[config.mk]
export PLATFORM = sky130hd
export DESIGN_NAME = button_encoder
export DESIGN_NICKNAME = d
export VERILOG_FILES = /design/src/rtl/game_pkg.sv /design/src/rtl/btn_sync.sv /design/src/rtl/button_encoder.sv
export SDC_FILE = /design/constraint.sdc
export NUM_CORES = 1
export LEC_CHECK = 0
export ABC_AREA = 0
export CORE_ASPECT_RATIO = 0.5
export CORE_MARGIN = 8
export CORE_UTILIZATION = 60
export DETAILED_ROUTE_END_ITERATION = 10
export DONT_BUFFER_PORTS = 1
export GPL_TIMING_DRIVEN = 0
export PLACE_DENSITY_LB_ADDON = 0.08
export SETUP_SLACK_MARGIN = 0.5
export SYNTH_ARGS = -nofsm -noshare
export SYNTH_HDL_FRONTEND = slang
export SYNTH_HIERARCHICAL = 1
export SYNTH_SLANG_ARGS = --single-unit
[constraint.sdc]
create_clock -name clk -period 2.7 [get_ports clk]
set_input_delay 0.135 -clock clk [delete_from_list [all_inputs] [get_ports clk]]
set_output_delay 0.135 -clock clk [all_outputs]
set_load 0.05 [all_outputs]
[src/rtl/game_pkg.sv]
// Shared keypad/display definitions: button FSM states, symbol sizing and
// one-hot helpers used by both the button encoder and the LED display.
package game_pkg;

  localparam int NUM_SYMBOLS = 8;
  localparam int SYM_W       = 3;

  typedef enum logic [1:0] {
    ST_IDLE       = 2'd0,
    ST_PRESS_DB   = 2'd1,
    ST_HELD       = 2'd2,
    ST_RELEASE_DB = 2'd3
  } btn_state_t;

  function automatic logic is_onehot(input logic [7:0] v);
    return (v != 8'd0) && ((v & (v - 8'd1)) == 8'd0);
  endfunction

  // Index of the highest set bit; only meaningful when is_onehot(v) holds.
  function automatic logic [2:0] onehot_index(input logic [7:0] v);
    logic [2:0] idx;
    idx = 3'd0;
    for (int i = 0; i < 8; i++) begin
      if (v[i]) idx = 3'(i);
    end
    return idx;
  endfunction

endpackage

[src/rtl/btn_sync.sv]
// SYNC_STAGES-deep, 8-bit flip-flop synchroniser for the raw keypad lines.
// Synchronous active-low reset.
module btn_sync #(
  parameter int SYNC_STAGES = 2
) (
  input  logic       clk,
  input  logic       rst_n,
  input  logic [7:0] d,
  output logic [7:0] q
);

  logic [SYNC_STAGES-1:0][7:0] stages;

  always_ff @(posedge clk) begin
    if (!rst_n) begin
      stages <= '0;
    end else begin
      stages[0] <= d;
      for (int i = 1; i < SYNC_STAGES; i++) begin
        stages[i] <= stages[i-1];
      end
    end
  end

  assign q = stages[SYNC_STAGES-1];

endmodule

[src/rtl/button_encoder.sv]
// Keypad front-end: synchronise, debounce and encode one-hot buttons into
// 3-bit symbols. Optional led_echo output enabled by defining BUTTON_ECHO_EN.
//
// state         | meaning
// ST_IDLE       | no button seen
// ST_PRESS_DB   | candidate press, waiting for it to stay stable
// ST_HELD       | press accepted (or swallowed), waiting for release
// ST_RELEASE_DB | all buttons up, waiting for the release to stay stable
module button_encoder
  import game_pkg::*;
#(
  parameter int DEBOUNCE_CYCLES = 16,
  parameter int SYNC_STAGES     = 2
) (
  input  logic                   clk,
  input  logic                   rst_n,
  input  logic [NUM_SYMBOLS-1:0] btn,
  input  logic                   en,
  input  logic                   clr,
  output logic [SYM_W-1:0]       code,
  output logic                   code_valid,
  output logic                   multi_err,
`ifdef BUTTON_ECHO_EN
  output logic [NUM_SYMBOLS-1:0] led_echo,
`endif
  output logic                   busy
);

  localparam logic [15:0] DEB = 16'(DEBOUNCE_CYCLES);

  logic [NUM_SYMBOLS-1:0] s;
  logic [NUM_SYMBOLS-1:0] cand;
  logic [15:0]            cnt;
  logic [15:0]            cnt_inc;
  logic                   done;
  btn_state_t             state;
`ifdef BUTTON_ECHO_EN
  logic                   acc;
`endif

  btn_sync #(.SYNC_STAGES(SYNC_STAGES)) u_sync (
    .clk  (clk),
    .rst_n(rst_n),
    .d    (btn),
    .q    (s)
  );

  // Completion is judged on the incremented count so the cycle that first
  // sees the new value counts as stable cycle 1.
  assign cnt_inc = (cnt == 16'hFFFF) ? cnt : cnt + 16'd1;
  assign done    = (cnt_inc == DEB);

  always_ff @(posedge clk) begin
    if (!rst_n) begin
      state      <= ST_IDLE;
      cnt        <= '0;
      cand       <= '0;
      code       <= '0;
      code_valid <= 1'b0;
      multi_err  <= 1'b0;
      busy       <= 1'b0;
`ifdef BUTTON_ECHO_EN
      led_echo   <= '0;
      acc        <= 1'b0;
`endif
    end else begin
      code_valid <= 1'b0;
      multi_err  <= 1'b0;
      if (clr) begin
        state <= ST_RELEASE_DB;
        cnt   <= 16'd1;
        cand  <= '0;
        busy  <= 1'b1;
`ifdef BUTTON_ECHO_EN
        led_echo <= '0;
        acc      <= 1'b0;
`endif
      end else begin
        case (state)
          ST_IDLE: begin
            if (s != '0) begin
              cand  <= s;
              cnt   <= 16'd1;
              state <= ST_PRESS_DB;
              busy  <= 1'b1;
            end
          end
          ST_PRESS_DB: begin
            if (s != cand) begin
              if (s == '0) begin
                state <= ST_IDLE;
                busy  <= 1'b0;
              end else begin
                cand <= s;
                cnt  <= 16'd1;
              end
            end else begin
              cnt <= cnt_inc;
              if (done) begin
                state <= ST_HELD;
                // With en low the press is swallowed without any strobe.
                if (en) begin
                  if (is_onehot(cand)) begin
                    code       <= onehot_index(cand);
                    code_valid <= 1'b1;
`ifdef BUTTON_ECHO_EN
                    led_echo   <= cand;
                    acc        <= 1'b1;
`endif
                  end else begin
                    multi_err <= 1'b1;
                  end
                end
              end
            end
          end
          ST_HELD: begin
            if (s == '0) begin
              cnt   <= 16'd1;
              state <= ST_RELEASE_DB;
`ifdef BUTTON_ECHO_EN
              led_echo <= '0;
`endif
            end
          end
          ST_RELEASE_DB: begin
            if (s != '0) begin
              state <= ST_HELD;
`ifdef BUTTON_ECHO_EN
              led_echo <= acc ? cand : '0;
`endif
            end else begin
              cnt <= cnt_inc;
              if (done) begin
                state <= ST_IDLE;
                busy  <= 1'b0;
`ifdef BUTTON_ECHO_EN
                acc   <= 1'b0;
`endif
              end
            end
          end
          default: begin
            state <= ST_IDLE;
            busy  <= 1'b0;
          end
        endcase
      end
    end
  end

endmodule

=== Word-level counts from Yosys, hierarchy flattened ===
Cells that the tools add are included.

* Register bits: 48
* Input port bits: 12

* Add/sub/neg operators: 2
* Equal/unequal tests: 22
* Multiplexer cells: 37
* Bitwise gates (word level): 7
* Reductions and logical operators: 16

{| class="wikitable"
|+ Operators by type and width
! operator !! number
|-
| two-way mux 16 bit || 6
|-
| case mux 16 bit (4 select lines) || 1
|-
| two-way mux 8 bit || 3
|-
| != test 3 bit (second input constant) || 7
|-
| two-way mux 3 bit || 6
|-
| adder 16 x 1 -> 16 bit (second input constant) || 1
|-
| == test 16 bit (second input constant) || 1
|-
| == test 16 x 5 -> 1 bit (second input constant) || 1
|-
| zero test 8 bit || 2
|-
| two-way mux 2 bit || 8
|-
| != test 4 bit (second input constant) || 4
|-
| case mux 8 bit (2 select lines) || 1
|-
| nonzero test 8 bit || 2
|-
| AND reduction 4 bit || 3
|-
| AND reduction 6 bit || 2
|-
| two-way mux 1 bit || 10
|-
| != test 2 bit (second input constant) || 5
|-
| AND 8 bit || 1
|-
| != test 8 bit || 1
|-
| case mux 2 bit (4 select lines) || 1
|-
| subtractor 8 x 1 -> 8 bit (second input constant) || 1
|-
| inverter 1 bit || 6
|-
| OR reduction 6 bit || 1
|-
| AND reduction 5 bit || 1
|-
| other kinds (8) || 9
|}

=== Longest topological paths before layout ===
Gate-level depths: netlist of the first run.

* Word-level depth: 7
* Depth in mapped cells: 10

=== Modules after synthesis ===
Netlist of the first run, hierarchy kept.

{| class="wikitable"
|+ By module, submodules not included
! module !! times used !! cells an instance !! area each (µm²) !! sequential area each (µm²)
|-
| button_encoder || 1 || 255 || 2,063.2 || 640.6
|-
| btn_sync || 1 || 41 || 506.7 || 320.3
|}

=== Least setup slack after synthesis of the first run ===
No wires, ideal clock.

* Path kind: register -> register
* Start: register cnt[0]
* End: register state[1]
* Library setup time: 0.120 ns
* Arrival: 2.321 ns
* Data required time: 2.580 ns
* Setup slack: 0.259 ns
* Stages on the path, launching flop included: 9
* Buffers on the path: 0
* Path through: dfxtp_1 > ha_1 > nand4_2 > nor4_4 > or4_1 > nand2_1 > or3_4 > o31a_1 > o31a_1

* Longest elaborated chain between the ends: 5
* Elaborated cells on any way between the ends: 7
* Those cells by class: 1 x add/sub; 4 x eq/ne; 1 x mux; 1 x reduce/logical

{| class="wikitable"
|+ Ends and longest elaborated chain
! what !! RTL line !! text
|-
| from (decl) || button_encoder.sv:33 || <nowiki>logic [15:0] cnt;</nowiki>
|-
| from (signal assigned) || button_encoder.sv:98 || <nowiki>cnt <= cnt_inc;</nowiki>
|-
| from (signal assigned) || button_encoder.sv:133 || <nowiki>cnt <= cnt_inc;</nowiki>
|-
| adder 16 x 1 -> 16 bit / == test 16 bit (equally long branches) || button_encoder.sv:50 || <nowiki>assign cnt_inc = (cnt == 16'hFFFF) ? cnt : cnt + 16'd1;</nowiki>
|-
| two-way mux 16 bit (*) || button_encoder.sv:50 ||
|-
| == test 16 x 5 -> 1 bit (*) || button_encoder.sv:51 || <nowiki>assign done = (cnt_inc == DEB);</nowiki>
|-
| != test 4 bit (no source line) || n/a ||
|-
| AND reduction 5 bit (no source line) (*) || n/a ||
|-
| to (signal assigned) || button_encoder.sv:55 || <nowiki>state <= ST_IDLE;</nowiki>
|-
| to (signal assigned) || button_encoder.sv:70 || <nowiki>state <= ST_RELEASE_DB;</nowiki>
|-
| to (signal assigned) || button_encoder.sv:84 || <nowiki>state <= ST_PRESS_DB;</nowiki>
|-
| to (decl) || button_encoder.sv:36 || <nowiki>btn_state_t state;</nowiki>
|}

Every way passes the cells marked *; elsewhere a longest branch is shown, timed or not.
A chain may end at the register's enable or synchronous reset.

=== Worst setup path after layout of the first run ===
* Start: register cnt[13]
* End: register state[1]

The elaborated chain is that of the path after synthesis.

==> results.toml, run 1 <==
[drt]
vias = 2691
drc_errors = 0
avgRoutedWirePerCell_um = 22.2
finalWirelength_um = 8850
dr.pass1.iters = 5
drtAntennaViolNets = 0
via_per_inst = 6.74
drt_iter0_markers = 355

[global_routing]
grt_pass1_vias = 2335
overflow = 0
grt_pass1_wl_um = 11300
grt_max_degree = 15
grt.total_usage_pct = 20.6
antenna_found_initial = 0

[clock_network]
clock_latency_ns = 0.32
htreeDepth = 2
clockBufferDepth = 2
cts_buffers = 5
cts_sinks = 48
cts_root_buf = "clkbuf_8"
cts_tree = "done"
clk_pin_slew_ns = 0.09

[placed_design]
dp_hpwl_um = 4280
io_buffers = 0
gp_congestion = 0.907

[pwr]
comb_power_share_pct = 18.5
switching_power_uw = 439
ir_drop_mv = 0.337
power.internal_uw = 1230
switching_share_pct = 26.3
clock_power_share_pct = 36.9
power.density_nw_per_um2 = 463
p_leak_uw = 0.00146
power_uw = 1670
power_frac_seq_pct = 44.6

[floorplanning]
rows = 16
start_util_pct = 64.2
die_area_sq_um = 6760
die_height_um = 62.3
core-area_sq_um = 4000
ioPinCount = 18
fp.dieW_um = 109

[worst_setup_path]
cp_data_required_time_ns = 2.92
worstSetupPathType = "flip-flop to flip-flop"
path_cells = "nand3_2 > nor3_4 > o31a_2 > a31oi_4 > or3_4 > o31a_1 > o31a_1"
crit_fanout = 6
setup.worst_path.end_class = "flip-flop"
cp.arrival_ns = 2.63
slowest_delay_ns = 0.47
cpMaxStageDelayCell = "dfxtp_1"
crit_top_cell = "o31a_1"
start_kind = "flip-flop"

[worst_hold_path]
hp-class = "input port to flip-flop"

[synthesis]
synth_cells = 296
post_synth.cell_area_avg_sq_um = 8.68
synth_nets = 309
synth_top_family_by_area = "simple AND/OR/NAND/NOR gates"
synthMuxAreaShare_pct = 4.28
synth_xor_xnor_area_share_pct = 4.77
synthArstFlopShare_pct = 0
synth_top_cells_by_area = "dfxtp_1 (37%), a21oi_1 (4.3%), mux2i_1 (4.3%)"
synth-edff-count = 0
synth_ff_type = "dfxtp_1"
syn_area_sq_um = 2570
ys_seq_area_share_pct = 37.4
synth_fa_ha_area_share_pct = 0.876
ys_seq_elements = 48
yosysWarnings = 6
synth_compound_area_share_pct = 17.2
synth.top_cell.area_share_pct = 37.4
synthSimpleGateAreaFrac_pct = 29.2
yosysUniqueCellTypes = 57
yosysTopAreaCell = "dfxtp_1"

[timing]
worst_slew_pin_slew_ns = 0.659
hold_ws_ns = 0.0531
period_needed_ns = 2.41
finClkSkew_ns = 0.00839
final-hold-violation-count = 0
setup_viol = 0
rsz0062_at_grt = "true"
fmax_mhz = 414
finalCritPeriodShare_pct = 89.4
drv_slew = 0
slew_headroom_pct = 56.1

[final_layout]
drive_gt1_share_pct = 41.7
fillers = 154
diodes = 0
fin_nets = 358
synthToLayoutAreaGrowth_pct = 40.4
final_cell_mix = "buf_4 (36), dfxtp_1 (32), nor2_1 (20)"
layout_commonest_cell = "buf_4"

[run_status]
status = "complete, no violations"

[run]
drv_cap = 0
[state kept, by name, summed over array words and instances, names as in the netlist]
| signal | flops |
|---|---|
| state | 2 |
| code_valid | 1 |
| u_sync/stages | 8 |
| code | 3 |
| multi_err | 1 |
| busy | 1 |
| cnt | 16 |
| u_sync/q | 8 |
| cand | 8 |
[power groups by stage]
stage | Sequential (uW) | Combinational [uW] | Clock (uW)
2_1_floorplan | 757 | 134 | 0
3_3_place_gp | 759 | 166 | 0
3_5_place_dp | 760 | 171 | 0
4_1_cts | 742 | 213 | 610
5_1_grt | 747 | 320 | 656
6_report | 745 | 309 | 616
[Yosys cell counts, types with 2 or more instances]
library cell and instances:
dfxtp_1 48, a21oi_1 22, nand2_1 21, nor2_1 21
nand3_1 13, and2_2 12, nor3_1 12, clkbuf_1 11
mux2i_1 11, xor2_1 10, nor4_1 9, a31oi_1 8
buf_4 8, o21ai_0 8, and2_1 6, buf_2 6
a211oi_1 5, and3_1 5, inv_1 5, xnor2_1 4
o21a_1 3, or4_1 3, a22oi_1 2, a31o_2 2
a41oi_1 2, nand2b_1 2, nand3b_1 2, nand4_2 2
nor4_2 2, o31a_1 2, o31ai_1 2, or3_1 2
[cells by family after synthesis]
group / after synthesis
compound gates: 67
fa+ha+maj: 2
simple gates: 123
mux: 11
xor+xnor: 14
flops: 48
buf+inv: 31
[metal layers]
layer / wire, um / global-route usage, % / up-vias / share of wire [%]
met2: 4060 / 36.2 / 216 / 46
li1: - / - / 1163 / -
met4: 486 / 7.95 / 0 / 5.5
met3: 913 / 4.73 / 66 / 10
met1: 3390 / 23.4 / 1246 / 38
met5: 0 / 0 / - / 0
[path summary, 6_finish.rpt]
path	to	startpoint	slack, ns	cells after the start
max	state[1]	cnt[13]	0.29	7
max reg2reg	state[1]	cnt[13]	0.29	7
min	u_sync/stages[4]	rst_n	0.05	2
min reg2reg	u_sync/q[4]	u_sync/stages[4]	0.45	1
[through the flow]
stage | instance area [sq um] | TNS, ns | util [%] | instances | setup slack [ns]
after floorplan | 2630 | 0 | - | 296 | 0.482
after global placement | 2700 | -0.00565 | 67.4 | 350 | -0.00463
after detailed placement | 2700 | -0.223 | 67.4 | 350 | -0.116
after CTS | 3190 | 0 | 79.7 | 379 | 0.384
after global routing | 3610 | 0 | 90.1 | 399 | 0.208
final | 3610 | 0 | 90.1 | 399 | 0.285
[timing repair]
action / in CTS / in global routing
cloned: 1 / 1
endpoints found under the hold margin: 15 / 0
pin swaps: 11 / 25
setup endpoints to repair: 32 / 26
hold buffers: 10 / 0
gates resized for setup: 43 / 76
buffers inserted: 11 / 19
[critical path, delay by kind of cell (launching register included)]
family / cells / cell delay [ns]
compound gates: 4 / 0.78
flops: 1 / 0.47
simple gates: 3 / 1.06
[layout make-up]
type | instances | area (sq um) | share of cell area, %
Multi-Input combinational cell | 217 | 1820 | 50.3
Sequential cell | 48 | 988 | 27.4
Timing Repair Buffer | 42 | 360 | 9.99
Buffer | 26 | 228 | 6.31
Clock buffer | 5 | 68.8 | 1.91
Tap cell | 54 | 67.6 | 1.87
Clock inverter | 2 | 60.1 | 1.66
Inverter | 5 | 18.8 | 0.520
Power figures use the tool's default switching activity.
==> run 2: changes to the inputs <==
--- a/config.mk
+++ b/config.mk
@@ -6,7 +6,6 @@
 export NUM_CORES = 1
 export LEC_CHECK = 0
 export ABC_AREA = 0
-export CORE_ASPECT_RATIO = 0.5
 export CORE_MARGIN = 8
 export CORE_UTILIZATION = 60
 export DETAILED_ROUTE_END_ITERATION = 10
==> constraint.sdc (replaced) <==
create_clock -name clk -period 2.25 [get_ports clk]
set_input_delay 0.1125 -clock clk [delete_from_list [all_inputs] [get_ports clk]]
set_output_delay 0.1125 -clock clk [all_outputs]
set_load 0.05 [all_outputs]
==> run 2 against run 1 <==
  * The flow now finishes with violations (setup timing)
  * Clock skew rose by 0.0035 ns
  * Routed wire length rose by 26%
  * Largest power group unchanged
  * Maximum frequency fell by 4.5%
  * Non-clock buffer count rose by 11
  * Design area rose by 11%
==> results.toml, run 2 (same netlist as run 1, synthesis figures left out) <==
[run_status]
status = "complete, but fails checks"
violations = "setup timing"

[placed_design]
io_buffers = 0
gp_congestion = 0.943
dp_cells = 348
pre_cts_slack_ns = -0.319
dp_hpwl_um = 4220

[worst_setup_path]
setup.worst_path.end_class = "flip-flop"
crit_top_cell = "o31a_1"
r2r_setup_slack_ns = -0.28
reg2reg_from = "cnt[2]"
worstReg2RegEnd = "state[1]"
crit_fanout = 9
worstSetupPathType = "flip-flop to flip-flop"
cp_data_required_time_ns = 2.46
slowest_delay_ns = 0.41
cpLargestDelayFamily = "simple AND/OR/NAND/NOR gates"
rr_worst_depth = 9
path_cells = "buf_6 > nand2_2 > or2_0 > buf_2 > nor3_4 > a31oi_4 > or3_4 > o31a_1 > o31a_1"
cp.arrival_ns = 2.74
path_buf_inv = 2
cpMaxStageDelayCell = "or3_4"
start_kind = "flip-flop"

[drt]
drt_iter0_markers = 474
avgRoutedWirePerCell_um = 27.1
drc_errors = 0
vias = 3010
dr.pass1.iters = 6
finalWirelength_um = 11100
drtAntennaViolNets = 0
via_per_inst = 7.34

[pwr]
power.density_nw_per_um2 = 523
power_frac_seq_pct = 42.6
switching_share_pct = 30.6
clock_power_share_pct = 31.8
power.internal_uw = 1460
p_leak_uw = 0.00156
comb_power_share_pct = 25.5
power_uw = 2100
switching_power_uw = 643
ir_drop_mv = 0.714

[floorplanning]
die_area_sq_um = 6630
die_height_um = 81.4
ioPinCount = 18
fp.dieW_um = 81.4
start_util_pct = 60.7
rows = 24
core-area_sq_um = 4230

[timing]
setup_tns_ns = -2.32
hold_ws_ns = 0.0234
slew_headroom_pct = 44.2
fin_ws_ns = -0.277
fmax_mhz = 396
worst_slew_pin_slew_ns = 0.837
setup_viol = 19
rsz0062_at_grt = "true"
period_needed_ns = 2.53
finClkSkew_ns = 0.0119
finalCritPeriodShare_pct = 112
final-hold-violation-count = 0
drv_slew = 0

[final_layout]
synthToLayoutAreaGrowth_pct = 56.4
seqCellArea_sq_um = 986
regMostFlops = "cnt"
multi_input_area_sq_um = 2090
layout_commonest_cell = "buf_4"
final_cell_mix = "buf_4 (38), dfxtp_1 (34), nor2_1 (19)"
drive_gt1_share_pct = 51.8
fin_nets = 369
largest_reg_flops = 16
fillers = 110
fin_cells = 410

[worst_hold_path]
holdPathStages = 2
hold_path_end = "busy"
hp-class = "input port to flip-flop"
hold_start = "clr"

[clock_network]
clk_pin_slew_ns = 0.10
clockBufferDepth = 2
cts_sinks = 48
cts_buffers = 5
cts_root_buf = "clkbuf_8"
cts_tree = "done"
clock_latency_ns = 0.32
htreeDepth = 2

[global_routing]
antenna_found_initial = 1
use_met3_pct = 6.78
grt_max_degree = 17
overflow = 0
grt_busiest_layer = "met2"
grt_pass1_wl_um = 14200
met1_usage_pct = 35.0
grtUsageMet2_pct = 44.5
grt.total_usage_pct = 27.8
grt_pass1_vias = 2666

[run]
drv_cap = 0
-- run 2: cell type report --
cell class              count  share of cell area [%]
multi-input cells         217                    52.0
flip-flops and latches     48                    24.5
repair buffers             53                    12.0
plain buffers              26                    6.48
clock buffers               5                    1.71
well taps                  52                    1.62
clock inverters             3                    1.15
inverters                   5                   0.467
diodes                      1                  0.0623
-- run 2: stage by stage --
step | cell area (sq um) | utilization, %
floorplan | 2820 | -
global placement | 2880 | 68.1
detailed placement | 2880 | 68.1
CTS | 3710 | 87.6
global route | 4020 | 94.9
finish | 4020 | 94.9
-- run 2: worst reg2reg max path: stages, from the launching register on --
cell and delay [ns]:
dfxtp_1 0.35, buf_6 0.16, nand2_2 0.13, or2_0 0.26, buf_2 0.19, nor3_4 0.24
a31oi_4 0.16, or3_4 0.41, o31a_1 0.24, o31a_1 0.28
-- run 2: how the worst max path moves through the flow --
stage | start | endpoint | slack, ns | cells after the start
floorplan | cnt[1] | state[1] | 0.03 | 8
global placement | cnt[8] | busy | -0.32 | 7
detailed placement | cnt[8] | busy | -0.32 | 7
CTS | cnt[0] | state[1] | -0.09 | 8
global route | cnt[14] | state[1] | -0.30 | 7
finish | cnt[2] | state[1] | -0.28 | 9
-- run 2: power groups by stage --
stage / clock network (uW) / registers, uW / logic [uW]
after floorplan: 0 / 909 / 215
after global placement: 0 / 911 / 257
after detailed placement: 0 / 912 / 262
after CTS: 654 / 893 / 413
after global routing: 687 / 899 / 545
final: 670 / 897 / 536
-- run 2: routing by layer --
| layer | share of wire, % | routed length (um) |
|---|---|---|
| met5 | 0 | 0 |
| met4 | 7.2 | 801 |
| met3 | 13 | 1480 |
| met2 | 45 | 4990 |
| met1 | 35 | 3840 |
-- run 2: repair_timing --
item / 4_1_cts / 5_1_grt
buffers inserted: 27 / 13
pin swaps: 30 / 9
gates cloned: 3 / 0
hold endpoints to repair: 15 / 0
resized for setup: 75 / 45
endpoints found under the setup margin: 32 / 32
hold buffers: 10 / 0
==> run 3: changes to the inputs <==
--- a/config.mk
+++ b/config.mk
@@ -6,8 +6,10 @@
 export NUM_CORES = 1
 export LEC_CHECK = 0
 export ABC_AREA = 0
+export CELL_PAD_IN_SITES_DETAIL_PLACEMENT = 1
+export CELL_PAD_IN_SITES_GLOBAL_PLACEMENT = 1
 export CORE_MARGIN = 8
-export CORE_UTILIZATION = 60
+export CORE_UTILIZATION = 48
 export DETAILED_ROUTE_END_ITERATION = 10
 export DONT_BUFFER_PORTS = 1
 export GPL_TIMING_DRIVEN = 0
==> run 3 against run 2 <==
  * The flow now stops in global routing (5_1_grt)
  * Synthesized cell count unchanged
  * Synthesized area unchanged
==> results.toml, run 3 <==
[run_status]
status = "aborted with a tool error"
stop_stage = "global routing (5_1_grt)"
error_line = "[ERROR DPL-0033] detailed placement checks failed during check placement."

[clock_network]
htreeDepth = 2
cts_root_buf = "clkbuf_8"
cts_buffers = 5
cts_sinks = 48
clockBufferDepth = 2

[synthesis]
syn_area_sq_um = 2570
synth_cells = 296
synthArstFlopShare_pct = 0
synth_nets = 309
synth_ff_type = "dfxtp_1"
post_synth.cell_area_avg_sq_um = 8.68
synth-edff-count = 0
ys_seq_area_share_pct = 37.4
yosysTopAreaCell = "dfxtp_1"
synth_top_cells_by_area = "dfxtp_1 (37%), a21oi_1 (4.3%), mux2i_1 (4.3%)"
yosysWarnings = 6
synth.top_cell.area_share_pct = 37.4
synth_commonest_cells = "dfxtp_1 (48), a21oi_1 (22), nand2_1 (21), nor2_1 (21), nand3_1 (13)"
synthMostInstantiatedCell = "dfxtp_1"
ys_seq_elements = 48
yosysUniqueCellTypes = 57

[placed_design]
gp_congestion = 0.813
dp_hpwl_um = 4920
dp_cells = 366
io_buffers = 0

[global_routing]
antenna_found_initial = 0
grt_max_degree = 17

[floorplanning]
ioPinCount = 18
fp.dieW_um = 89.2
die_height_um = 89.2
rows = 26
start_util_pct = 50.0

[timing]
worst_endpoint = "state[1]$_SDFFE_PN0P_/D"
worst-endpoint-pin-kind = "sequential cell input"
-- run 3: cell counts after synthesis --
Identical to the previous run, type by type.
-- run 3: cells by family after synthesis --
| kind of cell | Yosys count | synth area share, % |
|---|---|---|
| xor gates and xnor gates | 14 | 4.77 |
| buffers and inverters | 31 | 6.28 |
| and+or+nand+nor | 123 | 29.2 |
| adders and majority gates | 2 | 0.876 |
| AOI/OAI and AO/OA | 67 | 17.2 |
| muxes | 11 | 4.28 |
| DFF | 48 | 37.4 |
-- run 3: stage by stage --
step | util (%) | setup WS [ns] | cell area (sq um) | TNS (ns)
4_1_cts | 70.9 | -0.105 | 3640 | -0.127
3_5_place_dp | 56.5 | -0.415 | 2900 | -1.79
3_3_place_gp | 56.5 | -0.391 | 2900 | -1.41
2_1_floorplan | - | 0.0319 | 2820 | 0
-- run 3: repair_timing --
item	4_1_cts
resized for setup	68
endpoints found under the setup margin	32
endpoints found under the hold margin	15
cloned	3
pin swaps	27
buffers inserted	18
hold buffers	10
==> run 4: changes to the inputs <==
--- a/config.mk
+++ b/config.mk
@@ -6,15 +6,12 @@
 export NUM_CORES = 1
 export LEC_CHECK = 0
 export ABC_AREA = 0
-export CELL_PAD_IN_SITES_DETAIL_PLACEMENT = 1
-export CELL_PAD_IN_SITES_GLOBAL_PLACEMENT = 1
 export CORE_MARGIN = 8
-export CORE_UTILIZATION = 48
+export CORE_UTILIZATION = 40
 export DETAILED_ROUTE_END_ITERATION = 10
 export DONT_BUFFER_PORTS = 1
 export GPL_TIMING_DRIVEN = 0
-export PLACE_DENSITY_LB_ADDON = 0.08
-export SETUP_SLACK_MARGIN = 0.5
+export PLACE_DENSITY_LB_ADDON = 0.15
 export SYNTH_ARGS = -nofsm -noshare
 export SYNTH_HDL_FRONTEND = slang
 export SYNTH_HIERARCHICAL = 1
==> run 4 against run 3 <==
  * The flow now finishes, with violations (setup timing)
==> results.toml, run 4 (same netlist as run 1, synthesis figures left out) <==
[run_status]
status = "complete, but fails checks"
violations = "setup timing"

[final_layout]
drive_gt1_share_pct = 34.7
synthToLayoutAreaGrowth_pct = 31.4
fin_nets = 346
regMostFlops = "cnt"
final_cell_mix = "buf_4 (36), dfxtp_1 (33), nand2_1 (20), nor2_1 (20), a21oi_1 (20)"
finalInstanceArea_sq_um = 3380
layout_commonest_cell = "buf_4"
fin_util_pct = 53.8
largest_reg_flops = 16
diodes = 0

[drt]
vias = 2308
finalWirelength_um = 6510
drc_errors = 0
drtAntennaViolNets = 0
dr.pass1.iters = 4
drt_iter0_markers = 113
via_per_inst = 5.62
avgRoutedWirePerCell_um = 15.8

[global_routing]
antenna_found_initial = 0
overflow = 0
grt_pass1_vias = 2226
grt_max_degree = 17
grt.total_usage_pct = 15.2
grt_pass1_wl_um = 11000

[clock_network]
clk_pin_slew_ns = 0.09
clock_latency_ns = 0.30
cts_root_buf = "clkbuf_8"
htreeDepth = 2
cts_tree = "done"
clockBufferDepth = 2
cts_sinks = 48
cts_buffers = 5

[worst_setup_path]
start_kind = "flip-flop"
cp_data_required_time_ns = 2.45
path_buf_inv = 0
crit_fanout = 4
path_cells = "ha_4 > and4_4 > and4_4 > mux2i_4 > nand4_1 > or3_4 > o31a_1 > o31a_1"
cpLargestDelayFamily = "simple AND/OR/NAND/NOR gates"
setup.worst_path.end_class = "flip-flop"
worstSetupPathType = "flip-flop to flip-flop"
slowest_delay_ns = 0.39
cp.arrival_ns = 2.50
cpMaxStageDelayCell = "dfxtp_4"

[timing]
final-hold-violation-count = 0
fmax_mhz = 435
worst_slew_pin_slew_ns = 0.588
fin_ws_ns = -0.0471
slew_headroom_pct = 60.8
setup_viol = 2
drv_slew = 0
finalCritPeriodShare_pct = 102
rsz0062_at_grt = "true"
period_needed_ns = 2.30
finClkSkew_ns = 0.00730

[floorplanning]
die_height_um = 96.2
fp.dieW_um = 96.2
die_area_sq_um = 9250
core-area_sq_um = 6280
ioPinCount = 18
start_util_pct = 40.9
rows = 29

[placed_design]
io_buffers = 0
gp_congestion = 0.873
place_area_sq_um = 2720
dp_hpwl_um = 4260

[pwr]
ir_drop_mv = 0.328
p_leak_uw = 0.00137
power.density_nw_per_um2 = 540

[worst_hold_path]
hp-class = "input port to flip-flop"

[run]
drv_cap = 0
run 4: final timing paths:
kind,start,endpoint,cells after the start,slack (ns)
setup / recovery,cnt[1],state[1],8,-0.05
hold / removal,rst_n,u_sync/stages[2],2,0.05
setup reg to reg,cnt[1],state[1],8,-0.05
hold reg to reg,u_sync/stages[1],u_sync/q[1],1,0.45
run 4: power breakdown:
part	internal, uW	switching [uW]
Combinational	127	154
Sequential	869	25.4
Clock	335	313
run 4: repair_timing:
| action | CTS | global route |
|---|---|---|
| hold buffers | 10 | 0 |
| endpoints found under the setup margin | 29 | 22 |
| buffers inserted | 12 | 14 |
| pin swaps | 11 | 10 |
| endpoints found under the hold margin | 15 | 0 |
| gates resized for setup | 35 | 29 |
run 4: cell type report:
type	instances	area (sq um)
plain buffers	20	150
clock buffers	5	68.8
clock inverters	3	46.3
fillers	555	2900
inverters	5	18.8
multi-input cells	217	1710
flip-flops and latches	48	987
well taps	77	96.3
repair buffers	36	295
run 4: layer usage:
metal,wire [um],vias up,track usage [%]
met4,71,0,5.38
met5,0,-,0
li1,-,1146,-
met3,321,6,3.04
met2,3000,48,24.2
met1,3110,1108,19.9
run 4: through the flow:
step	std cells	total power, uW	hold WS [ns]	TNS [ns]	worst slack (ns)
after floorplan	296	1070	0.236	0	0.00320
after global placement	373	1120	0.242	-6.92	-0.591
after detailed placement	373	1120	0.242	-7.07	-0.594
after CTS	398	1830	0.0359	-0.132	-0.128
after global routing	411	1910	0.0420	-0.605	-0.128
final	411	1820	0.0469	-0.0520	-0.0471
